<file path="src/rtl/draw_sprite.sv">
// Sprite overlay stage: latches position/mode/colour at each vblnk rise, computes the pixel ROM address,
// and delays timing plus background by ROM_LAT+2 cycles so the ROM data lines up with its pixel.
module draw_sprite #(
   parameter int          SPR_W     = 64,
   parameter int          SPR_H     = 64,
   parameter int          ADDR_W    = 12,
   parameter int          ROM_LAT   = 1,
   parameter logic [11:0] KEY_COLOR = 12'hFFF
) (
   input  logic              pclk,
   input  logic              rst,
   input  logic [10:0]       hcount_in,
   input  logic [10:0]       vcount_in,
   input  logic              hsync_in,
   input  logic              vsync_in,
   input  logic              hblnk_in,
   input  logic              vblnk_in,
   input  logic [11:0]       rgb_in,
   input  logic [11:0]       xpos,
   input  logic [11:0]       ypos,
   input  logic [1:0]        mode,
   input  logic [11:0]       fill_color,
   input  logic [11:0]       rgb_pixel,
   output logic [ADDR_W-1:0] pixel_addr,
   output logic [10:0]       hcount_out,
   output logic [10:0]       vcount_out,
   output logic              hsync_out,
   output logic              vsync_out,
   output logic              hblnk_out,
   output logic              vblnk_out,
   output logic [11:0]       rgb_out,
   output logic              frame_tick
);

   localparam int D = ROM_LAT + 1;

   typedef struct packed {
      logic [10:0] hcount;
      logic [10:0] vcount;
      logic        hsync;
      logic        vsync;
      logic        hblnk;
      logic        vblnk;
      logic [11:0] rgb;
      logic        hit;
      logic [1:0]  mode;
      logic [11:0] fill;
   } pix_t;

   logic [11:0]       x_q, y_q, fill_q;
   logic [1:0]        mode_q;
   logic              vblnk_prev_q;
   pix_t              pipe_q [D];

   logic              latch_d;
   logic              hit_d;
   logic [12:0]       h13, v13, x13, y13, dx, dy;
   logic [ADDR_W-1:0] addr_d;
   pix_t              stage_d;
   pix_t              tail;
   logic [11:0]       rgb_d;

   // 13-bit compares keep X+SPR_W from wrapping, so sprites past the counter range are clipped
   always_comb begin
      h13     = {2'b00, hcount_in};
      v13     = {2'b00, vcount_in};
      x13     = {1'b0, x_q};
      y13     = {1'b0, y_q};
      hit_d   = (h13 >= x13) && (h13 < x13 + 13'(SPR_W)) &&
                (v13 >= y13) && (v13 < y13 + 13'(SPR_H));
      dx      = h13 - x13;
      dy      = v13 - y13;
      addr_d  = hit_d ? (ADDR_W'(dy) * ADDR_W'(SPR_W) + ADDR_W'(dx)) : '0;
      latch_d = vblnk_in & ~vblnk_prev_q;

      stage_d.hcount = hcount_in;
      stage_d.vcount = vcount_in;
      stage_d.hsync  = hsync_in;
      stage_d.vsync  = vsync_in;
      stage_d.hblnk  = hblnk_in;
      stage_d.vblnk  = vblnk_in;
      stage_d.rgb    = rgb_in;
      stage_d.hit    = hit_d;
      stage_d.mode   = mode_q;
      stage_d.fill   = fill_q;
   end

   // Mode and fill travel with the pixel so a shadow update never splits a visible span
   always_comb begin
      tail  = pipe_q[D-1];
      rgb_d = tail.rgb;
      if (!(tail.hblnk || tail.vblnk) && tail.hit) begin
         case (tail.mode)
            2'b01:   rgb_d = tail.fill;
            2'b10:   rgb_d = (rgb_pixel == KEY_COLOR) ? tail.rgb : rgb_pixel;
            2'b11:   rgb_d = rgb_pixel;
            default: rgb_d = tail.rgb;
         endcase
      end
   end

   always_ff @(posedge pclk or posedge rst) begin
      if (rst) begin
         x_q          <= '0;
         y_q          <= '0;
         fill_q       <= '0;
         mode_q       <= '0;
         vblnk_prev_q <= 1'b0;
         frame_tick   <= 1'b0;
         pixel_addr   <= '0;
         for (int i = 0; i < D; i++) pipe_q[i] <= '0;
         hcount_out   <= '0;
         vcount_out   <= '0;
         hsync_out    <= 1'b0;
         vsync_out    <= 1'b0;
         hblnk_out    <= 1'b0;
         vblnk_out    <= 1'b0;
         rgb_out      <= '0;
      end else begin
         vblnk_prev_q <= vblnk_in;
         frame_tick   <= latch_d;
         if (latch_d) begin
            x_q    <= xpos;
            y_q    <= ypos;
            mode_q <= mode;
            fill_q <= fill_color;
         end
         pixel_addr <= addr_d;
         pipe_q[0]  <= stage_d;
         for (int i = 1; i < D; i++) pipe_q[i] <= pipe_q[i-1];
         hcount_out <= tail.hcount;
         vcount_out <= tail.vcount;
         hsync_out  <= tail.hsync;
         vsync_out  <= tail.vsync;
         hblnk_out  <= tail.hblnk;
         vblnk_out  <= tail.vblnk;
         rgb_out    <= rgb_d;
      end
   end

endmodule

</file>
<file path="config.mk">
export PLATFORM = sky130hd
export DESIGN_NAME = draw_sprite
export DESIGN_NICKNAME = d
export VERILOG_FILES = /design/src/rtl/draw_sprite.sv
export SDC_FILE = /design/constraint.sdc
export NUM_CORES = 1
export LEC_CHECK = 0
export CORE_MARGIN = 4
export CORE_UTILIZATION = 47
export CTS_CLUSTER_SIZE = 16
export DETAILED_ROUTE_END_ITERATION = 10
export HOLD_SLACK_MARGIN = 0.06
export PLACE_DENSITY = 0.8
export SLEW_MARGIN = 20
export SYNTH_ARGS = -nofsm -noshare
export SYNTH_HDL_FRONTEND = slang
export SYNTH_SLANG_ARGS = --single-unit
</file>
<file path="constraint.sdc">
create_clock -name pclk -period 7.37 [get_ports pclk]
set_input_delay 1.474 -clock pclk [delete_from_list [all_inputs] [get_ports pclk]]
set_output_delay 1.474 -clock pclk [all_outputs]
set_load 0.02 [all_outputs]
</file>
* Word-level counts from Yosys, hierarchy flattened
Index checks and enable logic that the tools add are counted.
** Word-level totals
- Memory bits (writable) :: 0
- Bits in read-only memories :: 0
- Flip-flop bits (word level) :: 195
- Output and inout port bits :: 51
- Memories kept :: 0
- Logic and storage cells :: 58
- Input port bits :: 90
- Bits in latches :: 0
** Operators by class
- Div/mod/pow operators :: 0
- Reductions and logical operators :: 6
- Magnitude comparators :: 4
- Add/subtract/negate cells :: 5
- Multiply operators :: 0
- Muxes and demuxes :: 4
- Equality and inequality tests :: 4
- Shift operators :: 0
- Bitwise logic cells :: 2
** Operators by type and width (number)
- 12-bit 2-to-1 mux :: 3
- 12-bit one-hot mux with 3 select lines :: 1
- 12-bit by 7-bit adder with 13-bit output, second input constant :: 2
- 11-bit by 13-bit < comparator with 1-bit output :: 2
- 11-bit by 12-bit greater-or-equal comparator with 1-bit output :: 2
- 12-bit adder :: 1
- 12-bit == test, second input constant :: 1
- 11-bit by 12-bit subtractor with 12-bit output :: 1
- 6-bit subtractor :: 1
- 2-bit == test, second input constant :: 2
- 1-bit logical AND :: 4
- 2-bit by 1-bit == test with 1-bit output, second input constant :: 1
- 1-bit bitwise AND :: 1
- 1-bit logical NOT :: 1
- 1-bit logical OR :: 1
- 1-bit inverter :: 1

* Logic depth before layout (Yosys ltp)
- Depth in word-level cells :: 6
- Depth in mapped cells :: 13
- Gate-level depth less buffers :: 13

* Worst setup path after synthesis
No wires, ideal clock.
- Path type :: input port to flip-flop
- From :: in vcount_in[0]
- To :: reg pixel_addr[11]
- Buffers on the path :: 0
- Data arrival time :: 3895 ps
- Required time :: 7249 ps
- Cell stages on the path :: 13
- Slack :: 3353 ps
- Setup time :: 121 ps
- Path through :: inv_1 > ha_1 > inv_1 > fa_1 > xor2_1 > fa_1 > ha_1 > a21o_1 > a31o_2 > a21oi_1 > o21ai_1 > xnor2_1 > nor2_1
** On the way
- Word-level cells in the longest chain between the ends :: 4
- Elaborated cells between the ends (all ways) :: 7
- Those cells by class :: add/sub: 2; order compare: 2; mux: 1; reduce/logical: 2
** Ends and longest elaborated chain
- from (decl) :: RTL line 13 : input logic [10:0] vcount_in,
- parallel branches: the longest is 3 deep, another holds 12-bit adder
- 12-bit 2-to-1 mux (*) :: RTL line 73 : addr_d = hit_d ? (ADDR_W'(dy) * ADDR_W'(SPR_W) + ADDR_W'(dx)) : '0;
- net addr_d[11] :: RTL line 58 : logic [ADDR_W-1:0] addr_d;
- to (signal assigned) :: RTL line 128 : pixel_addr <= addr_d;
- to (decl) :: RTL line 24 : output logic [ADDR_W-1:0] pixel_addr,
Mark *: on every way through the listed nets, which the timed path passes.
A chain may end at the register's enable or synchronous reset.

* Final worst setup path
Ends and elaborated chain as after synthesis.

==> impl_metrics.ini <==
[cells_and_area]
syn2layout_area_growth_pct = 29.8
final_cell_mix = dfrtp_1 (195), clkdlybuf4s50_1 (140), ha_1 (45)
layout_commonest_cell = dfrtp_1
fin_area_sq_um = 9650
fillerInstances = 1092
num-nets-final = 831
diodes = 0
drive_gt1_frac = 0.0861

[global_routing]
grt.total_usage = 0.175
grt_pass1_vias = 4902
grt_max_degree = 126
grt_pass1_wl_mm = 24.4
grt-ovfl-total = 0
grt_antenna_before_repair = 0

[cts]
numCtsBuffers = 17
clockBufferDepth = 2
clock_latency_ps = 430
cts_setup_buffers = 0
clk_pin_slew_ps = 70
cts_resized = 0
cts-root-buf = clkbuf_16
cts.sinks = 195
cts_tree = built
htree_num_levels = 4
cts_hold_buffers = 0

[route]
ant_nets = 0
vias_per_cell = 5.04
drc = 0
vias = 4579
drt_iter0_markers = 178
wl_per_cell_microns = 16.4
dr.pass1.iters = 6
totalWireLength_mm = 14.9

[die]
die_area_sq_um = 17900
die_h_microns = 134
ioPinCount = 141
start_util = 0.484
core_area_sq_um = 15400
rows = 45
die_w_microns = 134

[setup_path]
arrival_ps = 4620
critPathCaptureType = flip-flop
critPathKind = in -> reg
critPathMaxFanout = 6
startpoint_type = input pin
critPathRequiredTime_ps = 7660

[synthesis]
yosysWarnings = 0
syn_area_sq_um = 7440
synth-edff-count = 0
syn_nets = 682
synth-seq-cells = 195
synth_cells = 535
synth_ff_type = dfrtp_1
yosysUniqueCellTypes = 50
syn_avg_cell_area_sq_um = 13.9
ys_seq_area_frac = 0.656
synthArstFlopShare = 1.00

[hold_path]
holdCritPathClass = reg -> reg

[pwr]
power_density_nw_per_um2 = 268
p_leak_uw = 0.00437
peakVddDrop_mv = 0.212

[sta]
hold_viol_final = 0
period_share = 0.587
period_minus_slack_ps = 4330
max_slew.worst_pin.slew_ps = 1020
max-slew-margin-rel = 0.316
rsz0062_at_grt = no
fin_skew_ps = 9.61
timing.fmax_ghz = 0.231
slew_violations = 0
setup_viol = 0
setup_tns_ps = 0

[placed_design]
post_dp_cell_area_sq_um = 9080
routabilityCongestion = 0.928
dp_hpwl_mm = 10.8
port-buffer-count = 140

[job]
maxCapViolations = 0

[status]
status = finished clean
## metrics by stage
step	utilization	setup slack [ps]	hold WS, ps	std cells	power, uW
3_5_place_dp	0.591	2630	335	876	1730
6_report	0.628	3040	343	908	2580
5_1_grt	0.628	2900	351	908	2720
4_1_cts	0.628	3080	347	908	2610
2_1_floorplan	-	584	331	535	1540
3_3_place_gp	0.591	2750	331	876	1690
## power breakdown
| group | internal [uW] | switching, uW | total (uW) |
|---|---|---|---|
| logic | 240 | 270 | 510 |
| clock network | 449 | 426 | 876 |
| registers | 1160 | 40.0 | 1200 |
## cells by family after synthesis
kind of cell | Yosys count | synth area share
flops | 195 | 0.656
compound gates | 92 | 0.0846
mux | 21 | 0.0313
buf+inv | 54 | 0.0283
simple gates | 97 | 0.0695
xor+xnor | 19 | 0.0224
fa+ha+maj | 57 | 0.108
## synth_stat cells, types with 7 or more instances
master | instances | area [sq um]
xnor2_1 | 13 | 114
fa_1 | 12 | 240
ha_1 | 45 | 563
o21ai_0 | 25 | 125
a221o_1 | 9 | 90.1
dfrtp_1 | 195 | 4880
and3_1 | 9 | 56.3
nor2_1 | 28 | 105
a22o_1 | 8 | 70.1
mux2_2 | 18 | 203
nand2_1 | 23 | 86.3
nand3_1 | 8 | 40.0
inv_1 | 42 | 158
a21oi_1 | 13 | 65.1
a21o_1 | 7 | 52.6
clkbuf_1 | 9 | 33.8
## sequential cells by signal (all words and copies together), names as in the netlist
register / flops
pipe_q: 106
fill_q: 12
pixel_addr: 12
rgb_out: 12
x_q: 12
y_q: 12
hcount_out: 11
vcount_out: 11
mode_q: 2
frame_tick: 1
hblnk_out: 1
hsync_out: 1
vblnk_out: 1
vsync_out: 1
## worst max-delay path: stages
cell	delay (ps)
clkdlybuf4s50_1	440
inv_1	90
ha_1	160
inv_1	50
fa_1	400
xor2_1	210
fa_1	440
ha_1	390
a21o_1	220
a31o_2	220
a21oi_1	200
o21ai_1	120
xnor2_1	140
nor2_1	50
## area by class of cell
class,count,area (sq um),area share
tap,211,264,0.0273
multi-input combinational,286,2360,0.244
timing repair buffer,142,1420,0.147
sequential,195,4880,0.505
inverter,42,165,0.0171
clock inverter,14,144,0.0149
clock buffer,18,429,0.0445
## path summary, 6_finish.rpt
check	start	to	depth (start not counted)	slack (ps)
min	pipe_q[67]	pipe_q[14]	0	340
min in group asynchronous	rst	vsync_out	2	1610
min reg2reg	pipe_q[67]	pipe_q[14]	0	340
max reg2reg	y_q[0]	pixel_addr[11]	12	4230
max	vcount_in[0]	pixel_addr[11]	14	3040
max in group asynchronous	rst	pipe_q[35]	3	4380
## layer usage
metal / up-vias / track usage / part of all wire
met1: 2279 / 0.217 / 0.42
met4: 0 / 0.0657 / 0.019
met2: 151 / 0.291 / 0.50
met5: - / 0 / 0
met3: 24 / 0.0533 / 0.060
li1: 2125 / - / -
No activity file was read; power rests on OpenSTA's default activity.
